<file path="config.mk">
export PLATFORM = sky130hd
export DESIGN_NAME = wb_commit_stage_flat
export DESIGN_NICKNAME = d
export VERILOG_FILES = /design/src/rtl/wb_commit_stage_if.sv /design/src/rtl/wb_commit_stage.sv /design/src/flat_wrapper.sv
export SDC_FILE = /design/constraint.sdc
export NUM_CORES = 1
export LEC_CHECK = 0
export BUFFER_PORTS_ARGS = -buffer_cell sky130_fd_sc_hd__buf_2
export CAP_MARGIN = 20
export CORE_MARGIN = 10
export CORE_UTILIZATION = 27
export DETAILED_ROUTE_END_ITERATION = 16
export PLACE_DENSITY = 0.63
export SYNTH_ARGS = -nofsm -noshare
export SYNTH_HDL_FRONTEND = slang
export SYNTH_SLANG_ARGS = --single-unit
</file>
<file path="constraint.sdc">
create_clock -name clk -period 3.4 [get_ports clk]
set_input_delay 0.34 -clock clk [delete_from_list [all_inputs] [get_ports clk]]
set_output_delay 0.34 -clock clk [all_outputs]
set_load 0.02 [all_outputs]
</file>
<file path="src/rtl/wb_commit_stage_if.sv">
// Bundle between the MEM/WB pipeline register / data bus and the write-back stage.
// The master side drives the MEM/WB fields and bus response; the slave side (WB) drives the write ports.
interface wb_commit_stage_if;
  logic [31:0] wb_pc;
  logic [31:0] wb_inst;
  logic [31:0] wb_res;
  logic        wb_load;
  logic        wb_loadX;
  logic [3:0]  wb_lsV;
  logic [1:0]  wb_data_addr;
  logic        wb_al;
  logic        wb_regwen;
  logic [4:0]  wb_wreg;
  logic        wb_cp0ren;
  logic [31:0] wb_cp0rdata;
  logic [1:0]  wb_hiloren;
  logic [1:0]  wb_hilowen;
  logic [31:0] wb_hilordata;
  logic        data_data_ok;
  logic [31:0] data_rdata;
  logic        pipe_stall;

  logic        wb_stall_req;
  logic        rf_wen;
  logic [4:0]  rf_waddr;
  logic [31:0] rf_wdata;
  logic        hi_wen;
  logic        lo_wen;
  logic [31:0] hilo_wdata;
  logic [31:0] debug_wb_pc;
  logic [3:0]  debug_wb_rf_wen;
  logic [4:0]  debug_wb_rf_wnum;
  logic [31:0] debug_wb_rf_wdata;

  modport master (
    output wb_pc, wb_inst, wb_res, wb_load, wb_loadX, wb_lsV, wb_data_addr, wb_al,
           wb_regwen, wb_wreg, wb_cp0ren, wb_cp0rdata, wb_hiloren, wb_hilowen,
           wb_hilordata, data_data_ok, data_rdata, pipe_stall,
    input  wb_stall_req, rf_wen, rf_waddr, rf_wdata, hi_wen, lo_wen, hilo_wdata,
           debug_wb_pc, debug_wb_rf_wen, debug_wb_rf_wnum, debug_wb_rf_wdata
  );

  modport slave (
    input  wb_pc, wb_inst, wb_res, wb_load, wb_loadX, wb_lsV, wb_data_addr, wb_al,
           wb_regwen, wb_wreg, wb_cp0ren, wb_cp0rdata, wb_hiloren, wb_hilowen,
           wb_hilordata, data_data_ok, data_rdata, pipe_stall,
    output wb_stall_req, rf_wen, rf_waddr, rf_wdata, hi_wen, lo_wen, hilo_wdata,
           debug_wb_pc, debug_wb_rf_wen, debug_wb_rf_wnum, debug_wb_rf_wdata
  );
endinterface

</file>
<file path="src/rtl/wb_commit_stage.sv">
// Write-back stage: commits the MEM/WB instruction to GPR/HI/LO exactly once,
// stalls loads until read data arrives, and buffers read data that shows up early.
module wb_commit_stage (
  input logic              clk,
  input logic              reset,
  wb_commit_stage_if.slave bus
);

  typedef enum logic [1:0] {IDLE = 2'd0, WAIT_LOAD = 2'd1, DONE = 2'd2} state_t;

  state_t      r_state;
  state_t      w_nextState;
  logic [31:0] r_rbuf;
  logic        r_rbufValid;

  logic        w_valid;
  logic        w_pending;
  logic        w_haveData;
  logic        w_commit;
  logic        w_rbufUsed;
  logic        w_busConsumed;
  logic [31:0] w_loadSrc;
  logic [31:0] w_loadRaw;
  logic [31:0] w_loadData;
  logic [31:0] w_rfWdata;
  logic        w_rfWen;

  assign w_valid    = (bus.wb_pc != 32'd0);
  assign w_haveData = r_rbufValid | bus.data_data_ok;
  // Reset masks everything so a stale MEM/WB bundle cannot write during reset.
  assign w_pending  = !reset && w_valid && (r_state != DONE);
  assign w_commit   = w_pending && (!bus.wb_load || w_haveData);
  assign bus.wb_stall_req = w_pending && bus.wb_load && !w_haveData;

  assign w_rbufUsed    = w_commit && bus.wb_load && r_rbufValid;
  assign w_busConsumed = w_commit && bus.wb_load && !r_rbufValid && bus.data_data_ok;

  assign w_loadSrc = r_rbufValid ? r_rbuf : bus.data_rdata;
  assign w_loadRaw = w_loadSrc >> {bus.wb_data_addr, 3'b000};

  always_comb begin
    w_loadData = w_loadRaw;
    case (bus.wb_lsV)
      4'b0001: w_loadData = {{24{bus.wb_loadX & w_loadRaw[7]}}, w_loadRaw[7:0]};
      4'b0011: w_loadData = {{16{bus.wb_loadX & w_loadRaw[15]}}, w_loadRaw[15:0]};
      default: w_loadData = w_loadRaw;
    endcase
  end

  always_comb begin
    w_rfWdata = bus.wb_res;
    if (bus.wb_load)                w_rfWdata = w_loadData;
    else if (bus.wb_cp0ren)         w_rfWdata = bus.wb_cp0rdata;
    else if (bus.wb_hiloren != 2'b00) w_rfWdata = bus.wb_hilordata;
    else if (bus.wb_al)             w_rfWdata = bus.wb_res;
  end

  // Once committed under a stall, DONE blocks recommit until the pipeline moves.
  always_comb begin
    w_nextState = r_state;
    case (r_state)
      IDLE: begin
        if (w_commit)
          w_nextState = bus.pipe_stall ? DONE : IDLE;
        else if (w_valid && bus.wb_load && !w_haveData)
          w_nextState = WAIT_LOAD;
      end
      WAIT_LOAD: begin
        if (w_commit)
          w_nextState = bus.pipe_stall ? DONE : IDLE;
      end
      DONE: begin
        if (!bus.pipe_stall)
          w_nextState = IDLE;
      end
      default: w_nextState = IDLE;
    endcase
  end

  always_ff @(posedge clk) begin
    if (reset) begin
      r_state     <= IDLE;
      r_rbuf      <= 32'd0;
      r_rbufValid <= 1'b0;
    end else begin
      r_state <= w_nextState;
      // A fresh response wins over clearing, so a consume-and-refill keeps the buffer full.
      if (bus.data_data_ok && !w_busConsumed) begin
        r_rbuf      <= bus.data_rdata;
        r_rbufValid <= 1'b1;
      end else if (w_rbufUsed) begin
        r_rbufValid <= 1'b0;
      end
    end
  end

  assign w_rfWen = w_commit && bus.wb_regwen && (bus.wb_wreg != 5'd0);

  assign bus.rf_wen            = w_rfWen;
  assign bus.rf_waddr          = bus.wb_wreg;
  assign bus.rf_wdata          = w_rfWdata;
  assign bus.hi_wen            = w_commit && bus.wb_hilowen[1];
  assign bus.lo_wen            = w_commit && bus.wb_hilowen[0];
  assign bus.hilo_wdata        = bus.wb_res;
  assign bus.debug_wb_pc       = bus.wb_pc;
  assign bus.debug_wb_rf_wen   = {4{w_rfWen}};
  assign bus.debug_wb_rf_wnum  = bus.wb_wreg;
  assign bus.debug_wb_rf_wdata = w_rfWdata;

endmodule

</file>
<file path="src/flat_wrapper.sv">
// flat-port wrapper written by rule: the top's interface ports become plain ports
module wb_commit_stage_flat 
  (clk, reset, bus_wb_pc, bus_wb_inst, bus_wb_res, bus_wb_load, bus_wb_loadX, bus_wb_lsV, bus_wb_data_addr, bus_wb_al, bus_wb_regwen, bus_wb_wreg, bus_wb_cp0ren, bus_wb_cp0rdata, bus_wb_hiloren, bus_wb_hilowen, bus_wb_hilordata, bus_data_data_ok, bus_data_rdata, bus_pipe_stall, bus_wb_stall_req, bus_rf_wen, bus_rf_waddr, bus_rf_wdata, bus_hi_wen, bus_lo_wen, bus_hilo_wdata, bus_debug_wb_pc, bus_debug_wb_rf_wen, bus_debug_wb_rf_wnum, bus_debug_wb_rf_wdata);
  wb_commit_stage_if bus_i ();
  input logic clk;
  input logic reset;
  input wire logic [$bits(bus_i.wb_pc)-1:0] bus_wb_pc;
  input wire logic [$bits(bus_i.wb_inst)-1:0] bus_wb_inst;
  input wire logic [$bits(bus_i.wb_res)-1:0] bus_wb_res;
  input wire logic [$bits(bus_i.wb_load)-1:0] bus_wb_load;
  input wire logic [$bits(bus_i.wb_loadX)-1:0] bus_wb_loadX;
  input wire logic [$bits(bus_i.wb_lsV)-1:0] bus_wb_lsV;
  input wire logic [$bits(bus_i.wb_data_addr)-1:0] bus_wb_data_addr;
  input wire logic [$bits(bus_i.wb_al)-1:0] bus_wb_al;
  input wire logic [$bits(bus_i.wb_regwen)-1:0] bus_wb_regwen;
  input wire logic [$bits(bus_i.wb_wreg)-1:0] bus_wb_wreg;
  input wire logic [$bits(bus_i.wb_cp0ren)-1:0] bus_wb_cp0ren;
  input wire logic [$bits(bus_i.wb_cp0rdata)-1:0] bus_wb_cp0rdata;
  input wire logic [$bits(bus_i.wb_hiloren)-1:0] bus_wb_hiloren;
  input wire logic [$bits(bus_i.wb_hilowen)-1:0] bus_wb_hilowen;
  input wire logic [$bits(bus_i.wb_hilordata)-1:0] bus_wb_hilordata;
  input wire logic [$bits(bus_i.data_data_ok)-1:0] bus_data_data_ok;
  input wire logic [$bits(bus_i.data_rdata)-1:0] bus_data_rdata;
  input wire logic [$bits(bus_i.pipe_stall)-1:0] bus_pipe_stall;
  output wire logic [$bits(bus_i.wb_stall_req)-1:0] bus_wb_stall_req;
  output wire logic [$bits(bus_i.rf_wen)-1:0] bus_rf_wen;
  output wire logic [$bits(bus_i.rf_waddr)-1:0] bus_rf_waddr;
  output wire logic [$bits(bus_i.rf_wdata)-1:0] bus_rf_wdata;
  output wire logic [$bits(bus_i.hi_wen)-1:0] bus_hi_wen;
  output wire logic [$bits(bus_i.lo_wen)-1:0] bus_lo_wen;
  output wire logic [$bits(bus_i.hilo_wdata)-1:0] bus_hilo_wdata;
  output wire logic [$bits(bus_i.debug_wb_pc)-1:0] bus_debug_wb_pc;
  output wire logic [$bits(bus_i.debug_wb_rf_wen)-1:0] bus_debug_wb_rf_wen;
  output wire logic [$bits(bus_i.debug_wb_rf_wnum)-1:0] bus_debug_wb_rf_wnum;
  output wire logic [$bits(bus_i.debug_wb_rf_wdata)-1:0] bus_debug_wb_rf_wdata;
  assign bus_i.wb_pc = bus_wb_pc;
  assign bus_i.wb_inst = bus_wb_inst;
  assign bus_i.wb_res = bus_wb_res;
  assign bus_i.wb_load = bus_wb_load;
  assign bus_i.wb_loadX = bus_wb_loadX;
  assign bus_i.wb_lsV = bus_wb_lsV;
  assign bus_i.wb_data_addr = bus_wb_data_addr;
  assign bus_i.wb_al = bus_wb_al;
  assign bus_i.wb_regwen = bus_wb_regwen;
  assign bus_i.wb_wreg = bus_wb_wreg;
  assign bus_i.wb_cp0ren = bus_wb_cp0ren;
  assign bus_i.wb_cp0rdata = bus_wb_cp0rdata;
  assign bus_i.wb_hiloren = bus_wb_hiloren;
  assign bus_i.wb_hilowen = bus_wb_hilowen;
  assign bus_i.wb_hilordata = bus_wb_hilordata;
  assign bus_i.data_data_ok = bus_data_data_ok;
  assign bus_i.data_rdata = bus_data_rdata;
  assign bus_i.pipe_stall = bus_pipe_stall;
  assign bus_wb_stall_req = bus_i.wb_stall_req;
  assign bus_rf_wen = bus_i.rf_wen;
  assign bus_rf_waddr = bus_i.rf_waddr;
  assign bus_rf_wdata = bus_i.rf_wdata;
  assign bus_hi_wen = bus_i.hi_wen;
  assign bus_lo_wen = bus_i.lo_wen;
  assign bus_hilo_wdata = bus_i.hilo_wdata;
  assign bus_debug_wb_pc = bus_i.debug_wb_pc;
  assign bus_debug_wb_rf_wen = bus_i.debug_wb_rf_wen;
  assign bus_debug_wb_rf_wnum = bus_i.debug_wb_rf_wnum;
  assign bus_debug_wb_rf_wdata = bus_i.debug_wb_rf_wdata;
  wb_commit_stage u_core (.clk(clk), .reset(reset), .bus(bus_i));
endmodule
</file>
==> metrics.cfg, run 1 <==
[outcome]
status = completed

[drt]
vias = 4671
ant_nets = 0
drtPass1Iterations = 4
drc = 0
routedWlPerCell_um = 20.8
wl_mm = 20.2
first_iter_violations = 204
vias_per_cell = 4.81

[setup_path]
slowest_delay_ps = 590
cp-end-kind = primary output
worstSetupPathType = in -> out
worstPathArrival_ps = 2470
cp.required_ps = 3060
worstPathMaxFanout = 12
cpMostUsedCell = buf_2
crit_chain = buf_2 > mux4_1 > mux2_4 > o2111ai_2 > and2_1 > a21oi_1 > buf_2
cp-start-kind = primary input
slowest_stage = mux4_1

[yosys]
avgSynthCellArea_um2 = 8.24
synth_seq_area_share = 0.156
synth_cells = 545
syn-num-nets = 761
synth-seq-cells = 35
synth_compound_area_frac = 0.135
synth_warnings = 0
synth_xor_area_frac = 0
yosys.area_share.adder = 0
ys_types = 35
syn_area_mm2 = 0.00449
synth_top_family_by_area = multiplexers
synthSimpleGateAreaFrac = 0.144
synth_mux_area_frac = 0.338

[grt]
met1_usage = 0.184
grt_pass1_vias = 5023
overflow = 0
grt_pass1_wl_mm = 29.1
antenna_found_initial = 5
busiest_layer = met2
grt_max_degree = 49
track_usage = 0.167
met2_usage = 0.307
grt_use_met3 = 0.0525

[placement]
hpwl_mm = 17.5
port_buffers = 328
gp_congestion = 0.897

[die]
die_w_um = 149
num_rows = 47
ios = 362
die_h_um = 149
dieArea_mm2 = 0.0222
core_mm2 = 0.0165
start_util = 0.273

[clock_network]
cts_sinks = 35
cts_hold_buf = 0
cts_tree = yes
path_clk_slew_ps = 50
post-cts-setup-buffer-count = 0
cts_htree_levels = 2
clock_latency_ps = 280
cts_resized = 0
clock_path_buffers = 2
ctsRootBufferMaster = clkbuf_16
cts_buffers = 5

[finish]
multi_input_area_mm2 = 0.00278
seq_area_um2 = 702
fin_nets = 962
synthToLayoutAreaGrowth_pct = 26.5
fillCellCount = 1744
drive_above_1_share = 0.545
utilization = 0.345

[sta]
hold_violations = 0
period_needed_ps = 2810
setup-violations-final = 0
skew_ps = 2.00
worst_slew_pin_slew_ps = 904
rsz0062_at_grt = false
fmax_mhz = 356
maxSlewHeadroom = 0.397
setup-tns-final_ps = 0
finalCritPeriodShare = 0.826
slew_violations = 0

[power_and_ir_drop]
switchingPower_uw = 714
seqPwrFrac = 0.254
p_leak_nw = 2.75
p_comb_frac = 0.479
p_clk_frac = 0.266
vdd_drop_max_mv = 0.187
swShare = 0.392
p_int_mw = 1.11
p_per_area_mw_per_mm2 = 320

[hold_path]
hp-class = in -> reg

[run]
cap_violations = 0

==> routing by layer <==
layer	vias up	share of wire
li1	2234	-
met1	2171	0.39
met2	245	0.51
met3	19	0.094
met4	2	0.0094
met5	-	0.00064
==> final cells by class <==
class,instances,area share
antenna,4,0.00176
clock buffer,8,0.0275
inverter,5,0.00330
multi-input combinational,359,0.489
sequential,35,0.124
tap,220,0.0484
timing repair buffer,340,0.307
==> state kept, by name (all words and copies together) (netlist names) <==
signal and flops:
u_core.r_rbuf 32, u_core.r_state 2, u_core.r_rbufValid 1
==> power groups by stage <==
stage / registers, mW / clock network, mW / logic, mW
after global placement: 0.470 / 0 / 0.875
final: 0.463 / 0.484 / 0.872
after CTS: 0.462 / 0.493 / 0.884
after detailed placement: 0.471 / 0 / 0.882
after floorplan: 0.460 / 0 / 0.643
after global routing: 0.466 / 0.507 / 0.944
==> worst paths after layout <==
kind	startpoint	end	slack (ps)	depth (start not counted)
max	bus_wb_data_addr[0]	bus_debug_wb_rf_wdata[20]	590	7
min	bus_pipe_stall	u_core.r_state[1]	310	2
max reg2reg	u_core.r_rbufValid	u_core.r_rbuf[7]	1360	5
min reg2reg	u_core.r_rbuf[5]	u_core.r_rbuf[5]	460	2
==> synthesized netlist by cell type (all sizes together) <==
library cell,instances,area share
o21a,1,0.0017
a211oi,7,0.012
or2,1,0.0014
o21ai,26,0.029
or4,1,0.0017
a22o,1,0.0020
mux4,25,0.13
clkbuf,21,0.018
buf,125,0.21
o22ai,8,0.011
nor2,25,0.021
clkinv,1,0.00083
o211a,1,0.0022
dfxtp,35,0.16
nand2,69,0.058
nor4,8,0.011
mux2i,55,0.12
inv,4,0.0033
nor2b,2,0.0028
nor3,4,0.0045
a21o,1,0.0017
mux2,34,0.086
nand2b,27,0.038
o2111ai,1,0.0033
and2,1,0.0014
a221o,1,0.0022
nand4,2,0.0028
o22a,8,0.016
nor3b,1,0.0017
a21oi,49,0.055
==> critical path: cells and delay by family <==
family          cells  cell delay, ps
buf+inv             2             510
mux                 2             890
simple gates        1             360
compound gates      2             370
==> cells in the final DEF (no fill, tap or decap), drive strengths merged, types with 2 or more instances in the layout <==
master / netlist / routed
clkbuf: 21 / 8
inv: 4 / 4
mux2: 34 / 34
nor3: 4 / 4
mux4: 25 / 25
o22a: 8 / 8
a211oi: 7 / 7
nor4: 8 / 8
diode: 0 / 4
a21oi: 49 / 49
mux2i: 55 / 55
o21ai: 26 / 26
nand4: 2 / 2
nand2b: 27 / 27
o22ai: 8 / 8
nand2: 69 / 69
buf: 125 / 340
nor2: 25 / 25
nor2b: 2 / 2
dfxtp: 35 / 35
==> logic make-up after synthesis <==
family / count (synthesis)
flip-flops: 35
AND/OR/NAND/NOR: 141
AO/OA/AOI/OAI: 104
buffers and inverters: 151
multiplexers: 114
==> through the flow <==
stage	total power [mW]	hold slack, ps	instances	setup WS [ps]	cell area (µm²)
floorplan	1.10	418	545	930	4490
global placement	1.35	437	959	591	5520
detailed placement	1.35	448	959	568	5520
CTS	1.84	313	967	560	5670
global route	1.92	320	969	458	5680
finish	1.82	310	971	590	5680
Power figures use the tool's default switching activity.
==> run 2: changes to the inputs <==
Settings changed: ABC_AREA from default to 1, PLACE_DENSITY 0.63 to 0.65.
Clock period 3.4 ns to 2.3 ns, I/O delays scaled along.
==> metrics.cfg, run 2 <==
[yosys]
synth_compound_area_frac = 0.222  ; +0.0867
synth_cells = 821  ; +51%
synth-seq-cells = 35  ; unchanged
ys.flop_type = dfxtp_1
synthSimpleGateAreaFrac = 0.335  ; +0.191
syn_area_mm2 = 0.00463  ; +3.1%
synthArstFlopShare = 0  ; unchanged
synth-edff-count = 0  ; unchanged
synth_top_family_by_area = simple AND/OR/NAND/NOR gates
yosysMostFrequentCell = nand2_1
synth_warnings = 0  ; unchanged
ys_types = 30  ; -14%
synth_xor_area_frac = 0  ; unchanged
avgSynthCellArea_um2 = 5.64  ; -32%
synth_seq_area_share = 0.151  ; -0.00472
synth_top_cell_by_area = buf_4
yosys.area_share.adder = 0  ; unchanged
synthTopCellsByArea = buf_4, nand2_1, dfxtp_1, nand3_1, o21ai_0
synth_top_area_share = 0.186  ; -0.00247
netlist_top_cells_count = nand2_1, buf_4, nand3_1
syn-num-nets = 1037  ; +36%
synth_mux_area_frac = 0.0108  ; -0.327

[drt]
drtPass1Iterations = 5  ; +1
first_iter_violations = 391  ; +92%
vias_per_cell = 4.70  ; -2.2%
drc = 0  ; unchanged
wl_mm = 21.7  ; +7.2%
wl_met2_mm = 10.7  ; +3.7%
top_layer = met5
ant_nets = 0  ; unchanged
wl_met3_mm = 2.21  ; +17%
wl_met1_mm = 8.40  ; +7.2%
vias = 5898  ; +26%
routedWlPerCell_um = 17.3  ; -17%

[placement]
port_buffers = 328  ; unchanged
hpwl_mm = 17.7  ; +1.4%
gp_congestion = 0.972  ; +8.4%
dp_slack_ps = 72.8  ; -496 ps

[finish]
final_common_cell = buf_2
synthToLayoutAreaGrowth_pct = 41.5
reg_top3 = u_core.r_rbuf (32), u_core.r_state (2), u_core.r_rbufValid (1)
final_cell_mix = buf_2, nand2_1, nor2_1, nand3_1, o21ai_0
drive_above_1_share = 0.424  ; -0.120
largest_reg_flops = 32  ; unchanged
regMostFlops = u_core.r_rbuf
fin_nets = 1240  ; +29%

[sta]
worst_slew_pin_slew_ps = 669  ; -235 ps
hold_violations = 0  ; unchanged
fmax_mhz = 442
setup-violations-final = 0  ; unchanged
skew_ps = 3.64  ; +1.64 ps
maxSlewHeadroom = 0.550  ; +0.153
slew_violations = 0  ; unchanged
period_needed_ps = 2260
finalCritPeriodShare = 0.983
setup-tns-final_ps = 0  ; unchanged
rsz0062_at_grt = true
worst_slack_ps = 39.1  ; -551 ps

[die]
core_mm2 = 0.0167  ; +1.4%
num_rows = 47  ; unchanged
ios = 362  ; unchanged
dieArea_mm2 = 0.0228  ; +2.7%
start_util = 0.277  ; +0.00455
die_w_um = 151  ; +1.3%
die_h_um = 151  ; +1.3%

[clock_network]
clock_path_buffers = 2  ; unchanged
ctsRootBufferMaster = clkbuf_16
cts_htree_levels = 2  ; unchanged
path_clk_slew_ps = 50  ; about the same
cts_tree = yes
clock_latency_ps = 280  ; about the same
cts_sinks = 35  ; unchanged
cts_buffers = 5  ; unchanged

[outcome]
status = completed

[power_and_ir_drop]
vdd_drop_max_mv = 0.278  ; +49%
p_leak_nw = 3.52  ; +28%
p_per_area_mw_per_mm2 = 465  ; +45%

[grt]
track_usage = 0.168  ; +0.000960
antenna_found_initial = 12  ; +7
grt_max_degree = 66  ; +35%
grt_pass1_vias = 5425  ; +8.0%
grt_pass1_wl_mm = 30.5  ; +4.6%
overflow = 0  ; unchanged

[setup_path]
cpMostUsedCell = o21ai_2
crit_chain = buf_8 > nand2_1 > o21ai_1 > buf_4 > o21ai_2 > o21ai_2 > nand2_4 > clkbuf_16 > nand2_1 > nand2_2 > o21ai_2 > buf_6
worstPathMaxFanout = 7  ; -5
cp.required_ps = 2070  ; -990 ps
worstRegToRegCells = 9  ; +4
cp-start-kind = flip-flop
slowest_delay_ps = 410  ; -180 ps
slowest_stage = dfxtp_4
worstPathArrival_ps = 2030  ; -440 ps
worstSetupPathType = reg -> out
cp-end-kind = primary output

[hold_path]
hp-class = in -> reg
hold_path_depth = 2  ; unchanged

[run]
cap_violations = 0  ; unchanged

## run 2: cell count changes after synthesis, moves of 20 or more
cell / before / now
nand3_1: 0 / 85
nand2_1: 68 / 199
o211ai_1: 0 / 30
nand2b_1: 27 / 0
o21ai_0: 26 / 81
mux2i_1: 55 / 5
mux4_2: 20 / 0
inv_1: 4 / 53
mux2_2: 33 / 0
nor2_1: 25 / 78
## run 2: area by class of cell
cell class / instances / area (µm²)
Antenna cell: 9 / 22.5
Clock buffer: 8 / 156
Fill cell: 1822 / 10100
Inverter: 56 / 218
Multi-Input combinational cell: 564 / 2900
Sequential cell: 35 / 704
Tap cell: 220 / 275
Timing Repair Buffer: 362 / 2280
## run 2: metal layers
layer / vias to the layer above / GRT usage
li1: 3013 / -
met1: 2642 / 0.195
met2: 212 / 0.293
met3: 27 / 0.0576
met4: 4 / 0.0322
met5: - / 0
## run 2: timing repair
action	CTS	global route
setup buffers	0	3
resized for setup	24	162
pin swaps	0	7
hold buffers	0	0
gates cloned	0	4
endpoints found under the setup margin	60	59
## run 2: logic make-up (layout without fill, tap and decap cells)
| logic type | count (synthesis) | count (layout) |
|---|---|---|
| buffers and inverters | 223 | 426 |
| other | 0 | 9 |
| flip-flops | 35 | 35 |
| AND/OR/NAND/NOR | 376 | 377 |
| AO/OA/AOI/OAI | 182 | 182 |
| multiplexers | 5 | 5 |
## run 2: worst max-delay path, delay by kind of cell, from the launching register on
family,cells,cell delay [ps]
AND/OR/NAND/NOR,4,300
buffers and inverters,4,610
flip-flops,1,410
AO/OA/AOI/OAI,4,440
## run 2: power breakdown
group / internal [mW] / switching (mW) / leakage, nW
combinational: 0.664 / 0.982 / 3.15
sequential: 0.661 / 0.0333 / 0.291
clock: 0.461 / 0.248 / 0.0772
total: 1.79 / 1.26 / 3.52
## run 2: worst paths after layout
path	from	endpoint	slack, ps
min	reset	u_core.r_rbufValid	140
max	u_core.r_rbufValid	bus_debug_wb_rf_wdata[8]	40
min reg2reg	u_core.r_rbuf[14]	u_core.r_rbuf[14]	470
max reg2reg	u_core.r_rbufValid	u_core.r_rbuf[21]	520
## run 2: metrics by stage
stage | instances | total power [mW] | hold WS (ps) | utilization | area, µm²
floorplan | 821 | 1.72 | 299 | - | 4630
global placement | 1231 | 2.12 | 441 | 0.344 | 5740
detailed placement | 1231 | 2.13 | 436 | 0.344 | 5740
CTS | 1239 | 2.87 | 132 | 0.356 | 5950
global route | 1248 | 3.24 | 143 | 0.392 | 6540
finish | 1254 | 3.05 | 139 | 0.393 | 6560
==> run 3: changes to the inputs <==
Settings changed: ABC_AREA 1 to default, SKIP_CTS_REPAIR_TIMING from default to 1.
==> metrics.cfg, run 3 (same netlist as run 1, synthesis figures left out) <==
[setup_path]
r2r_slack_ps = 780  ; +260 ps
crit_family = compound AO/OA/AOI/OAI gates
rr_endpoint = u_core.r_rbuf[3]
slowest_stage = mux4_2
reg2reg_from = u_core.r_state[1]
cp-end-kind = primary output
crit_chain = mux4_2 > a221o_1 > o2111ai_4 > and2_4 > buf_12 > a21oi_4 > buf_6
cp-start-kind = flip-flop
worstSetupPathType = reg -> out
worstPathMaxFanout = 6  ; -1
worstPathArrival_ps = 2220  ; +190 ps
worstRegToRegCells = 7  ; -2
slowest_delay_ps = 520  ; +110 ps
cp.buffers_inverters = 2  ; -2
cp.required_ps = 2070  ; about the same

[finish]
synthToLayoutAreaGrowth_pct = 37.3
final_cell_mix = buf_2, nand2_1, mux2i_1, a21oi_1, mux2_2
utilization = 0.375  ; -0.0180
fillCellCount = 1720  ; -5.6%
largest_reg_flops = 32  ; unchanged
fin_nets = 975  ; -21%
regMostFlops = u_core.r_rbuf
reg_top3 = u_core.r_rbuf (32), u_core.r_state (2), u_core.r_rbufValid (1)
final_common_cell = buf_2
drive_above_1_share = 0.576  ; +0.151

[hold_path]
whs_endpoint = u_core.r_state[1]
hold_path_depth = 2  ; unchanged
hp-class = in -> reg
hold_start = bus_pipe_stall

[placement]
hpwl_mm = 17.4  ; -2.0%
port_buffers = 328  ; unchanged
gp_congestion = 0.898  ; -7.6%

[clock_network]
cts_tree = yes
path_clk_slew_ps = 50  ; about the same
cts_sinks = 35  ; unchanged
cts_buffers = 5  ; unchanged
clock_path_buffers = 2  ; unchanged
cts_htree_levels = 2  ; unchanged
clock_latency_ps = 280  ; about the same
ctsRootBufferMaster = clkbuf_16

[die]
ios = 362  ; unchanged
start_util = 0.273  ; -0.00455
dieArea_mm2 = 0.0222  ; -2.6%
core_mm2 = 0.0165  ; -1.4%
die_w_um = 149  ; -1.3%
die_h_um = 149  ; -1.3%
num_rows = 47  ; unchanged

[drt]
vias = 4778  ; -19%
ant_nets = 0  ; unchanged
routedWlPerCell_um = 20.9  ; +21%
drtPass1Iterations = 4  ; -1
first_iter_violations = 212  ; -46%
vias_per_cell = 4.86  ; +3.3%
wl_mm = 20.5  ; -5.2%
drc = 0  ; unchanged

[run]
cap_violations = 0  ; unchanged

[grt]
overflow = 0  ; unchanged
grt_pass1_wl_mm = 28.5  ; -6.5%
grt_pass1_vias = 4997  ; -7.9%
track_usage = 0.164  ; -0.00369
antenna_found_initial = 7  ; -5
grt_max_degree = 41  ; -38%

[sta]
setup-violations-final = 47  ; +47
hold_violations = 0  ; unchanged
maxSlewHeadroom = 0.585  ; +0.0342
worst_slew_pin_slew_ps = 623  ; -46.2 ps
setup-tns-final_ps = -3660  ; -3660 ps
rsz0062_at_grt = true
fmax_mhz = 409  ; -7.6%
period_needed_ps = 2450  ; +185 ps
skew_ps = 6.14  ; +2.50 ps
worst_slack_ps = -146  ; -185 ps
finalCritPeriodShare = 1.06  ; +0.0805
slew_violations = 0  ; unchanged

[power_and_ir_drop]
p_per_area_mw_per_mm2 = 457  ; -1.7%
p_leak_nw = 2.90  ; -18%
finalPower_mw = 2.82  ; -7.5%
vdd_drop_max_mv = 0.304  ; +9.1%

[outcome]
violations = negative setup slack
status = finished, violations left

-- run 3: per-stage QoR --
step,cell area (µm²),setup slack (ps),hold WS (ps),instances
after floorplan,4490,50.2,363,545
after global placement,5660,44.5,438,970
after detailed placement,5660,3.19,447,970
after CTS,5810,-193,188,977
after global routing,6160,-203,196,980
final,6170,-146,189,983
-- run 3: area by class of cell --
| type | count | area [µm²] | area share |
|---|---|---|---|
| clock buffers | 6 | 139 | 0.0225 |
| repair buffers | 353 | 2110 | 0.343 |
| multi-input cells | 359 | 2900 | 0.469 |
| diodes | 4 | 10.0 | 0.00162 |
| inverters | 5 | 18.8 | 0.00304 |
| well taps | 220 | 275 | 0.0446 |
| clock inverters | 1 | 5.00 | 0.000812 |
| flip-flops and latches | 35 | 709 | 0.115 |
-- run 3: metal layers --
metal	track usage	wire, µm	vias up	part of all wire
met2	0.294	10200	271	0.50
li1	-	-	2264	-
met5	0	34	-	0.0017
met4	0.0383	359	6	0.017
met1	0.182	7970	2211	0.39
met3	0.0558	1940	26	0.094
-- run 3: worst register-to-register path: stages, from the launching register on --
cell	delay (ps)
dfxtp_1	340
nor2b_1	190
nor2_1	50
o21ai_0	90
buf_4	160
o21a_2	140
buf_12	240
mux2i_1	240
-- run 3: worst max-delay path by stage --
stage,start,to,cells after the start
after floorplan,bus_wb_hiloren[1],bus_rf_wdata[7],8
after global placement,bus_wb_data_addr[0],bus_debug_wb_rf_wdata[19],8
after detailed placement,bus_wb_data_addr[0],bus_debug_wb_rf_wdata[18],8
after CTS,u_core.r_rbuf[23],bus_debug_wb_rf_wdata[18],7
after global routing,u_core.r_rbuf[31],bus_rf_wdata[18],7
final,u_core.r_rbuf[31],bus_rf_wdata[18],7
-- run 3: report_power, final --
part	internal [mW]	switching (mW)
Clock	0.423	0.262
Sequential	0.649	0.0350
Combinational	0.641	0.810
